==> config.mk <==
export PLATFORM = sky130hd
export DESIGN_NAME = gpio_port_ctrl
export DESIGN_NICKNAME = d
export VERILOG_FILES = /design/src/rtl/gpio_port_pkg.sv /design/src/rtl/gpio_debounce.sv /design/src/rtl/gpio_port_ctrl.sv
export SDC_FILE = /design/constraint.sdc
export NUM_CORES = 1
export LEC_CHECK = 0
export BUFFER_PORTS_ARGS = -buffer_cell sky130_fd_sc_hd__buf_4
export CAP_MARGIN = 30
export CELL_PAD_IN_SITES_DETAIL_PLACEMENT = 1
export CELL_PAD_IN_SITES_GLOBAL_PLACEMENT = 1
export CORE_ASPECT_RATIO = 1.4
export CORE_MARGIN = 2
export CORE_UTILIZATION = 51
export DETAILED_ROUTE_END_ITERATION = 16
export PLACE_DENSITY = 0.81
export SYNTH_ARGS = -nofsm -noshare
export SYNTH_HDL_FRONTEND = slang
export SYNTH_SLANG_ARGS = --single-unit
==> constraint.sdc <==
create_clock -name clk -period 4.15 [get_ports clk]
set_clock_uncertainty 0.05 [all_clocks]
set_input_delay 0.415 -clock clk [delete_from_list [all_inputs] [get_ports clk]]
set_output_delay 0.415 -clock clk [all_outputs]
set_load 0.05 [all_outputs]
==> src/rtl/gpio_port_pkg.sv <==
// +------------------------------------------------------------------+
// | gpio_port_pkg : register map and pin mode encoding for GPIO port |
// | Revision 1.0                                                     |
// +------------------------------------------------------------------+
`default_nettype none

package gpio_port_pkg;

  localparam logic [2:0] c_ADDR_DIR        = 3'd0;
  localparam logic [2:0] c_ADDR_OUT        = 3'd1;
  localparam logic [2:0] c_ADDR_IN         = 3'd2;
  localparam logic [2:0] c_ADDR_IRQ_EN     = 3'd3;
  localparam logic [2:0] c_ADDR_IRQ_STATUS = 3'd4;
  localparam logic [2:0] c_ADDR_MODE0      = 3'd5;
  localparam logic [2:0] c_ADDR_MODE1      = 3'd6;

  // Encoded as {MODE1, MODE0}
  typedef enum logic [1:0] {
    RISE  = 2'b00,
    FALL  = 2'b01,
    BOTH  = 2'b10,
    LEVEL = 2'b11
  } gpio_mode_e;

endpackage

`default_nettype wire

==> src/rtl/gpio_debounce.sv <==
// +------------------------------------------------------------------+
// | gpio_debounce : two-flop synchroniser plus hold-time filter      |
// | Revision 1.0                                                     |
// +------------------------------------------------------------------+
`default_nettype none

module gpio_debounce #(
  parameter int DEBOUNCE = 4
) (
  input  logic clk,
  input  logic rst_n,
  input  logic i_din,
  output logic o_stable,
  output logic o_update
);

  localparam int CW = $clog2(DEBOUNCE) + 1;
  localparam logic [CW-1:0] c_CNT_MAX = CW'(DEBOUNCE - 1);

  logic          r_sync1;
  logic          r_sync2;
  logic          r_stable;
  logic [CW-1:0] r_cnt;
  logic          w_diff;

  assign w_diff   = r_sync2 ^ r_stable;
  // Pulses on the cycle the stable value is about to flip
  assign o_update = w_diff && (r_cnt == c_CNT_MAX);
  assign o_stable = r_stable;

  always_ff @(posedge clk or negedge rst_n) begin
    if (!rst_n) begin
      r_sync1  <= 1'b0;
      r_sync2  <= 1'b0;
      r_stable <= 1'b0;
      r_cnt    <= '0;
    end else begin
      r_sync1 <= i_din;
      r_sync2 <= r_sync1;
      if (o_update) begin
        r_stable <= r_sync2;
        r_cnt    <= '0;
      end else if (w_diff) begin
        r_cnt <= r_cnt + 1'b1;
      end else begin
        r_cnt <= '0;
      end
    end
  end

endmodule

`default_nettype wire

==> src/rtl/gpio_port_ctrl.sv <==
// +------------------------------------------------------------------+
// | gpio_port_ctrl : GPIO port with register file, debounce and IRQ  |
// | Revision 1.0                                                     |
// +------------------------------------------------------------------+
`default_nettype none

module gpio_port_ctrl
  import gpio_port_pkg::*;
#(
  parameter int WIDTH    = 8,
  parameter int DEBOUNCE = 4
) (
  input  logic             clk,
  input  logic             rst_n,
  input  logic [WIDTH-1:0] gpio_in,
  output logic [WIDTH-1:0] gpio_out,
  output logic [WIDTH-1:0] gpio_oe,
  input  logic             reg_wr,
  input  logic [2:0]       reg_addr,
  input  logic [WIDTH-1:0] reg_wdata,
  output logic [WIDTH-1:0] reg_rdata,
  output logic             irq
);

  logic [WIDTH-1:0] r_dir;
  logic [WIDTH-1:0] r_out;
  logic [WIDTH-1:0] r_irq_en;
  logic [WIDTH-1:0] r_mode0;
  logic [WIDTH-1:0] r_mode1;
  logic [WIDTH-1:0] r_status;
  logic             r_irq;

  logic [WIDTH-1:0] w_in;
  logic [WIDTH-1:0] w_evt;
  logic [WIDTH-1:0] w_w1c;

  for (genvar gi = 0; gi < WIDTH; gi++) begin : g_pin
    gpio_mode_e w_mode;
    logic       w_stable;
    logic       w_upd;
    logic       w_rise;
    logic       w_fall;
    logic       w_level;

    gpio_debounce #(.DEBOUNCE(DEBOUNCE)) u_debounce (
      .clk      (clk),
      .rst_n    (rst_n),
      .i_din    (gpio_in[gi]),
      .o_stable (w_stable),
      .o_update (w_upd)
    );

    assign w_mode  = gpio_mode_e'({r_mode1[gi], r_mode0[gi]});
    assign w_rise  = w_upd & ~w_stable;
    assign w_fall  = w_upd &  w_stable;
    // Level mode looks at the value the stable flop holds after this edge
    assign w_level = w_stable ^ w_upd;

    assign w_evt[gi] = (w_mode == RISE) ? w_rise :
                       (w_mode == FALL) ? w_fall :
                       (w_mode == BOTH) ? w_upd  : w_level;
    assign w_in[gi]  = w_stable;
  end

  assign w_w1c = (reg_wr && (reg_addr == c_ADDR_IRQ_STATUS)) ? reg_wdata : '0;

  always_ff @(posedge clk or negedge rst_n) begin
    if (!rst_n) begin
      r_dir    <= '0;
      r_out    <= '0;
      r_irq_en <= '0;
      r_mode0  <= '0;
      r_mode1  <= '0;
      r_status <= '0;
      r_irq    <= 1'b0;
    end else begin
      if (reg_wr) begin
        case (reg_addr)
          c_ADDR_DIR:    r_dir    <= reg_wdata;
          c_ADDR_OUT:    r_out    <= reg_wdata;
          c_ADDR_IRQ_EN: r_irq_en <= reg_wdata;
          c_ADDR_MODE0:  r_mode0  <= reg_wdata;
          c_ADDR_MODE1:  r_mode1  <= reg_wdata;
          default: ;
        endcase
      end
      // A new event outranks a clear of the same bit
      r_status <= (r_status & ~w_w1c) | w_evt;
      r_irq    <= |(r_status & r_irq_en);
    end
  end

  always_comb begin
    reg_rdata = '0;
    case (reg_addr)
      c_ADDR_DIR:        reg_rdata = r_dir;
      c_ADDR_OUT:        reg_rdata = r_out;
      c_ADDR_IN:         reg_rdata = w_in;
      c_ADDR_IRQ_EN:     reg_rdata = r_irq_en;
      c_ADDR_IRQ_STATUS: reg_rdata = r_status;
      c_ADDR_MODE0:      reg_rdata = r_mode0;
      c_ADDR_MODE1:      reg_rdata = r_mode1;
      default:           reg_rdata = '0;
    endcase
  end

  assign gpio_out = r_out;
  assign gpio_oe  = r_dir;
  assign irq      = r_irq;

endmodule

`default_nettype wire

==> key figures, run 1 <==
STA
  • RSZ-0062 raised after global routing: false
  • WHS: ~0.12 ns
  • Final Hold Vio Count: 0
  • Max-Slew Margin vs Limit: 0.432
  • Final period utilization: 0.621
  • Peak Freq: 388 MHz
  • Minimum clock period: 2.58 ns
  • Max Slew Vio Count: 0
  • # setup viols final: 0
  • Slew at the pin with the worst max-slew slack: 0.853 ns
  • Setup TNS: 0 ns

Synthesis
  • EDFF count, synth: 0
  • Syn Inst Count: 364
  • Synth Register Bits: between 90 and 100
  • Synth warn: 0
  • Seq/Total Area, Yosys: 0.540
  • Synthesized area per cell: 12.4 um^2
  • Cell variety after synth: 38
  • Post-synth ARST share: 1.00
  • Synth Flop Type: dfrtp_1
  • Syn Nets: roughly 400
  • Mapped Area: 4500 um^2

Finish
  • Share of cells above drive strength 1: 0.286
  • Non-Filler Instances: around 530
  • Design area: 5300 um^2
  • Layout Area Growth over Synthesis: 17.8%
  • ANT cells: 0
  • Nets: 453
  • Fillcell total: 860

Power and ir drop
  • P_leak: roughly 2.5 nW
  • Internal power: 2.27 mW
  • Sw Share: 0.337
  • NetSw: ~1.2 mW
  • Sequential power share: 0.418
  • Gate power share: 0.286
  • Peak supply drop: around 0.37 mV
  • Clock power share: 0.296
  • Power Density: roughly 650 nW/um^2

Floorplan
  • Num rows: 40
  • Core area: 8560 um^2
  • Die H: around 120 um
  • I/O pin cnt: 47
  • Die X: roughly 83 um
  • Die ar.: about 9600 um^2
  • Initial Utilization: 0.525

GRT
  • Initial antenna violation count: 0
  • Largest net degree at the start of global routing: 69
  • Total congestion overflow: 0
  • First-pass GRT wire length: 17.4 mm
  • Vias in the first global route: 3445
  • Gr usage total: 0.236

CTS
  • Post-CTS setup buffer count: 0
  • Clock tree from TritonCTS: done
  • Num Clock Sinks: 97
  • H-tree Lvls: 3
  • CTS root buf: clkbuf_16
  • PostCTS Resize Cnt: 0
  • Worst-Skew Late Latency: 0.35 ns
  • CTS max path bufs: 2
  • Clock buffer count from CTS: 9
  • Hold-fix buffers, CTS: 0
  • Clock transition at the registers of the reported paths: 0.07 ns

Route
  • WL final: around 10 mm
  • Vias per cell: between 5 and 6
  • Via count: 3059
  • Mean routed wirelength per cell: around 20 um
  • Number of DRC markers in iteration 0: 168
  • Post-DRT Antenna Nets: 0
  • DRT Pass-1 Iters: 4
  • Residual DRC: 0

Worst setup path
  • CP arrival: 2.11 ns
  • CP max stage delay: approximately 0.55 ns
  • Critical-path cell list: buf_4, inv_1, nor2_1, a21oi_1, o21ai_0, buf_4
  • Crit Path Category: input pin to output pin
  • Worst path slowest cell: nor2_1
  • Path depth of the worst reg2reg path: 6
  • CP Capture Type: output pin
  • CP dominant cell by count: buf_4
  • Critical Path Source Type: input pin
  • Crit path max fanout: 21
  • WP data required: about 3.7 ns

Run
  • Max Cap Viol: 0

Placement
  • DP Cell Count: slightly above 500
  • Placed inst area: 4930 um^2
  • GPL Wtd Cong: 0.781
  • I/O Buffers: 46
  • DP HPWL: 6.98 mm

Hold path
  • Worst Hold Class: input pin to async pin

Status
  • Status: finished, final reports clean
## worst max-delay path: cells and delay by family
family	cells	cell delay [ns]
simple gates	1	0.55
buf+inv	3	0.70
compound gates	2	0.44
## Yosys cell counts, types with 2 or more instances
| cell | instances | area [um^2] |
|---|---|---|
| dfrtp_1 | 97 | 2430 |
| mux2_2 | 48 | 541 |
| nor2_1 | 36 | 135 |
| nand2_1 | 26 | 97.6 |
| inv_1 | 22 | 82.6 |
| ha_1 | 16 | 200 |
| nand2b_1 | 15 | 93.8 |
| o21ai_0 | 13 | 65.1 |
| a22oi_1 | 10 | 75.1 |
| mux2i_1 | 9 | 90.1 |
| a21o_1 | 6 | 45.0 |
| a21oi_1 | 6 | 30.0 |
| a221o_1 | 5 | 50.1 |
| xor2_1 | 5 | 43.8 |
| a221oi_1 | 4 | 35.0 |
| nor2b_1 | 4 | 25.0 |
| nor3b_1 | 4 | 30.0 |
| and4b_1 | 3 | 30.0 |
| buf_2 | 3 | 15.0 |
| buf_6 | 3 | 33.8 |
| mux4_2 | 3 | 67.6 |
| o31ai_1 | 3 | 22.5 |
| xnor2_1 | 3 | 26.3 |
| a211o_1 | 2 | 17.5 |
| mux4_1 | 2 | 52.6 |
| nor4b_4 | 2 | 47.6 |
| o22ai_1 | 2 | 12.5 |
| o32ai_1 | 2 | 17.5 |
## through the flow
stage | util | setup WS [ns] | total power [mW]
after floorplan | - | 1.57 | 2.08
after global placement | 0.576 | 1.68 | 2.34
after detailed placement | 0.576 | 1.64 | 2.42
after CTS | 0.619 | 1.60 | 3.46
after global routing | 0.619 | 1.46 | 3.62
final | 0.619 | 1.57 | 3.43
## sequential cells by signal, summed over array words and instances (netlist names)
register,count
irq,1
g_pin.u_debounce.r_cnt,24
r_mode0,8
g_pin.u_debounce.r_sync2,8
g_pin.u_debounce.o_stable,8
gpio_out,8
r_mode1,8
g_pin.u_debounce.r_sync1,8
gpio_oe,8
r_status,8
r_irq_en,8
## placed cells by master (no fill, tap or decap), drive strengths merged, types with 3 or more instances in the layout
cell type | Yosys | routed
a21o | 6 | 6
a21oi | 6 | 6
a221o | 5 | 5
a221oi | 4 | 4
a22oi | 10 | 10
and4b | 3 | 3
buf | 6 | 47
bufinv | 0 | 4
clkbuf | 1 | 9
dfrtp | 97 | 97
ha | 16 | 16
inv | 22 | 23
mux2 | 48 | 48
mux2i | 9 | 9
mux4 | 5 | 5
nand2 | 26 | 26
nand2b | 15 | 15
nor2 | 36 | 36
nor2b | 4 | 4
nor3b | 4 | 4
o21ai | 13 | 13
o31ai | 3 | 3
xnor2 | 3 | 3
xor2 | 5 | 5
## final timing paths
kind,startpoint,to,slack (ns)
max reg2reg,g_pin[4].u_debounce.r_cnt[0]$_DFF_PN0_,r_status[4]$_DFF_PN0_,2.69
min,rst_n,g_pin[6].u_debounce.r_cnt[2]$_DFF_PN0_,0.12
max,reg_addr[2],reg_rdata[7],1.57
min reg2reg,g_pin[2].u_debounce.r_sync1$_DFF_PN0_,g_pin[2].u_debounce.r_sync2$_DFF_PN0_,0.30
min in group clk,gpio_in[5],g_pin[5].u_debounce.r_sync1$_DFF_PN0_,0.12
max in group asynchronous,rst_n,g_pin[3].u_debounce.r_cnt[0]$_DFF_PN0_,3.01
## logic make-up (layout without fill, tap and decap cells)
logic type / count (synthesis) / count (layout) / synth area share
DFF: 97 / 97 / 0.540
and+or+nand+nor: 97 / 97 / 0.117
muxes: 62 / 62 / 0.167
AOI/OAI and AO/OA: 55 / 55 / 0.0857
buffers and inverters: 29 / 85 / 0.0300
adders and majority gates: 16 / 16 / 0.0445
xor gates and xnor gates: 8 / 8 / 0.0156
## layout make-up
class / instances / area, um^2 / share of cell area
Multi-Input combinational cell: 238 / 1930 / 0.365
Clock buffer: 9 / 225 / 0.0425
Sequential cell: 97 / 2430 / 0.458
Inverter: 22 / 82.6 / 0.0156
Tap cell: 105 / 131 / 0.0248
Timing Repair Buffer: 47 / 353 / 0.0666
Clock inverter: 7 / 141 / 0.0267
## power by group through the flow
stage	registers (mW)	clock network, mW	logic, mW
2_1_floorplan	1.49	0	0.598
3_3_place_gp	1.42	0	0.918
3_5_place_dp	1.44	0	0.975
4_1_cts	1.43	1.03	0.995
5_1_grt	1.47	1.07	1.08
6_report	1.43	1.01	0.979
## layer usage
metal,up-vias,global-route usage,share of wire,routed length [um]
li1,1398,-,-,-
met1,1592,0.270,0.40,4160
met2,51,0.434,0.55,5690
met3,18,0.0474,0.030,316
met4,0,0.0918,0.022,230
met5,-,0,0,0
No activity file was read; power rests on OpenSTA's default activity.
==> run 2, diff against run 1 <==
Settings changed: ABC_AREA set to 1, CORE_UTILIZATION 51 to 40, PLACE_DENSITY 0.81 to 0.72.
Clock period 4.15 ns to 2.3 ns, I/O delays scaled along.
==> run 2 against run 1 <==
Against the previous run:
- critical path depth increased by 2
- via count increased by 29%
- global-route usage decreased by 3.5 points
- sequential share of layout area decreased by 2.4 points
- worst setup slack got worse by 1.1 ns
- first-iteration DRC count decreased by 3.0%
- non-clock buffer count increased by 11
- sequential cell count unchanged
- clock power increased by 50%
- final area increased by 5.5%
- total power increased by 67%
- register-to-register slack got worse by 1.8 ns
==> key figures, run 2 <==
Status
  • Status: finished, final reports clean

Synthesis
  • Top-count cell post-synth: nand2_1
  • Synthesized area per cell: 8.52 um^2 (-31%)
  • EDFF count, synth: 0 (unchanged)
  • Post-synthesis mux area share: 0 (-0.167)
  • Post-synthesis adder-cell area fraction: 0.0420 (-0.00257)
  • Largest family of logic cells by synthesized area: simple AND/OR/NAND/NOR gates
  • Seq/Total Area, Yosys: 0.509 (-0.0311)
  • Syn Nets: 598 (+49%)
  • Mapped Area: 4770 um^2 (+6.1%)
  • Post-Synth Simple-Gate Area: 0.294 (+0.176)
  • Synth Area in XOR/XNOR: 0.0110 (-0.00457)
  • Syn Inst Count: 560 (+54%)
  • Cell variety after synth: 25 (-34%)
  • Commonest cells in the netlist: 163 x nand2_1, 97 x dfrtp_1, 63 x inv_1
  • Post-synth top area cell: dfrtp_1
  • Dominant cells by area after synthesis: dfrtp_1 51%, nand2_1 13%, inv_1 5.0%, nand4_1 4.7%, ha_1 4.2%
  • Synth warn: 0 (unchanged)
  • Synth Register Bits: 97 (unchanged)
  • Share of the synthesized area in the top cell type: 0.509 (-0.0311)
  • Synth Flop Type: dfrtp_1
  • Post-synth ARST share: 1.00 (unchanged)
  • Synth Area in Compound Gates: 0.0624 (-0.0233)

STA
  • Peak Freq: ~540 MHz
  • RSZ-0062 raised after global routing: false
  • Slew at the pin with the worst max-slew slack: 0.544 ns (-0.309 ns)
  • # setup viols final: 0 (unchanged)
  • Final Hold Vio Count: 0 (unchanged)
  • Setup TNS: 0 ns (unchanged)
  • Max Slew Vio Count: 0 (unchanged)
  • Minimum clock period: 1.86 ns
  • Final period utilization: 0.808
  • Setup ws final: 0.442 ns (-1.13 ns)
  • Max-Slew Margin vs Limit: 0.638 (+0.206)

Floorplan
  • Die X: 96.3 um (+16%)
  • I/O pin cnt: 47 (unchanged)
  • Num rows: 47 (+18%)
  • Initial Utilization: 0.406 (-0.120)
  • Die H: 133 um (+16%)
  • Die ar.: 12800 um^2 (+34%)
  • Core area: 11800 um^2 (+37%)

GRT
  • Gr usage total: 0.200 (-0.0355)
  • Largest net degree at the start of global routing: 98 (+42%)
  • Total congestion overflow: 0 (unchanged)
  • Vias in the first global route: 4049 (+18%)
  • Initial antenna violation count: 0 (unchanged)
  • First-pass GRT wire length: 19.9 mm (+14%)

Worst setup path
  • Crit path max fanout: 20 (-4.8%)
  • CP max stage delay: 0.29 ns (-0.26 ns)
  • CP arrival: 1.58 ns (-0.53 ns)
  • Crit Path Category: input pin to output pin
  • Critical-path cell list: buf_4, inv_2, nor2_8, nand2_1, nor2_1, nor2_1, nand2_1, buf_4
  • Worst path slowest cell: buf_4
  • CP Capture Type: output pin
  • Critical Path Source Type: input pin
  • WP data required: 2.02 ns (-1.66 ns)

Power and ir drop
  • Peak supply drop: 0.407 mV (+11%)
  • P_leak: 2.82 nW (+14%)
  • Power Density: 1030 nW/um^2 (+59%)
  • Overall Power: 5.74 mW (+67%)

Route
  • Via count: 3954 (+29%)
  • Mean routed wirelength per cell: 15.6 um (-21%)
  • Post-DRT Antenna Nets: 0 (unchanged)
  • WL final: 11.9 mm (+14%)
  • DRT Pass-1 Iters: 4 (unchanged)
  • Number of DRC markers in iteration 0: 163 (-3.0%)
  • Residual DRC: 0 (unchanged)
  • Vias per cell: 5.20 (-11%)

Placement
  • DP HPWL: 8.48 mm (+21%)
  • Post-Place Setup Slack: 0.419 ns (-1.22 ns)
  • I/O Buffers: 46 (unchanged)
  • GPL Wtd Cong: 0.804 (+2.9%)

Finish
  • ANT cells: 0 (unchanged)
  • Most common cell after layout, fill and taps aside: nand2_1
  • Largest register FFs: 24 (unchanged)
  • Layout Area Growth over Synthesis: 17.1%
  • Nets: 648 (+43%)
  • Biggest register: g_pin.u_debounce.r_cnt
  • Share of cells above drive strength 1: 0.130 (-0.155)
  • Most frequent cells in the layout: 163 x nand2_1, 97 x dfrtp_1, 63 x inv_1
  • Final core occ: 0.475 (-0.144)

CTS
  • Clock buffer count from CTS: 9 (unchanged)
  • Clock transition at the registers of the reported paths: 0.07 ns (about the same)
  • Post-CTS setup buffer count: 0 (unchanged)
  • H-tree Lvls: 3 (unchanged)
  • CTS max path bufs: 2 (unchanged)
  • Worst-Skew Late Latency: 0.35 ns (about the same)
  • CTS root buf: clkbuf_16
  • Clock tree from TritonCTS: done
  • Num Clock Sinks: 97 (unchanged)

Run
  • Max Cap Viol: 0 (unchanged)

Hold path
  • Worst Hold Class: input pin to flip-flop
==> run 2: cell count changes in the layout (fill, tap and decap cells not counted), moves of 9 or more <==
cell           change
dlygate4sd3_1      +9
nand2_1          +137
a22oi_1           -10
nand4_1           +35
o21ai_1           +30
nor2_1            +10
mux2_2            -48
o21ai_0           -13
nand2b_1          -15
nand3_1           +39
inv_1             +41
mux2i_1            -9
==> run 2: area by class of cell <==
class / instances / area, um^2
clock inverter: 2 / 37.5
multi-input combinational: 377 / 1950
sequential: 97 / 2430
tap: 147 / 184
fill: 1430 / 6170
clock buffer: 13 / 260
timing repair buffer: 58 / 470
inverter: 67 / 254
==> run 2: timing repair <==
| action | in CTS | in global routing |
|---|---|---|
| hold buffers | 9 | 0 |
| endpoints found under the hold margin | 105 | 0 |
| resized for setup | 0 | 0 |
==> run 2: final timing paths <==
kind / slack [ns] / end / depth (start not counted) / from
worst max register to register: 0.93 / r_status[0]$_DFF_PN0_ / 7 / g_pin[0].u_debounce.r_cnt[0]$_DFF_PN0_
max in group asynchronous: 1.36 / r_mode0[5]$_DFFE_PN0P_ / 3 / rst_n
min in group asynchronous: 0.41 / g_pin[0].u_debounce.r_sync1$_DFF_PN0_ / 3 / rst_n
worst min register to register: 0.30 / g_pin[5].u_debounce.r_sync2$_DFF_PN0_ / 0 / g_pin[5].u_debounce.r_sync1$_DFF_PN0_
worst max-delay path: 0.44 / reg_rdata[0] / 8 / reg_addr[0]
worst min-delay path: 0.07 / r_mode1[6]$_DFFE_PN0P_ / 3 / reg_wdata[6]
==> run 2: worst max-delay path, delay by kind of cell <==
family,cells,cell delay [ns]
buffers and inverters,3,0.68
and+or+nand+nor,5,0.66
==> run 2: where the power goes <==
part	internal (mW)	switching [mW]	leakage, nW
combinational	0.594	1.12	1.50
sequential	2.14	0.358	1.18
clock	0.898	0.625	0.142
total	3.63	2.10	2.82
==> run 2: logic make-up after synthesis <==
group	after synthesis
AO/OA/AOI/OAI	54
XOR/XNOR	6
adder cells (fa/ha/maj)	16
buffers and inverters	86
flip-flops	97
AND/OR/NAND/NOR	301
==> run 2: routing by layer <==
metal | GRT usage | routed length (um)
met4 | 0.0720 | 229
met2 | 0.333 | 6080
met1 | 0.261 | 5190
met5 | 0 | 0
met3 | 0.0328 | 367
==> run 2: through the flow <==
| step | hold slack [ns] | cell area (um^2) | std cells |
|---|---|---|---|
| after floorplan | -0.116 | 4770 | 560 |
| after global placement | 0.279 | 5200 | 737 |
| after detailed placement | 0.286 | 5200 | 737 |
| after CTS | 0.0629 | 5590 | 761 |
| after global routing | 0.0814 | 5590 | 761 |
| final | 0.0723 | 5590 | 761 |
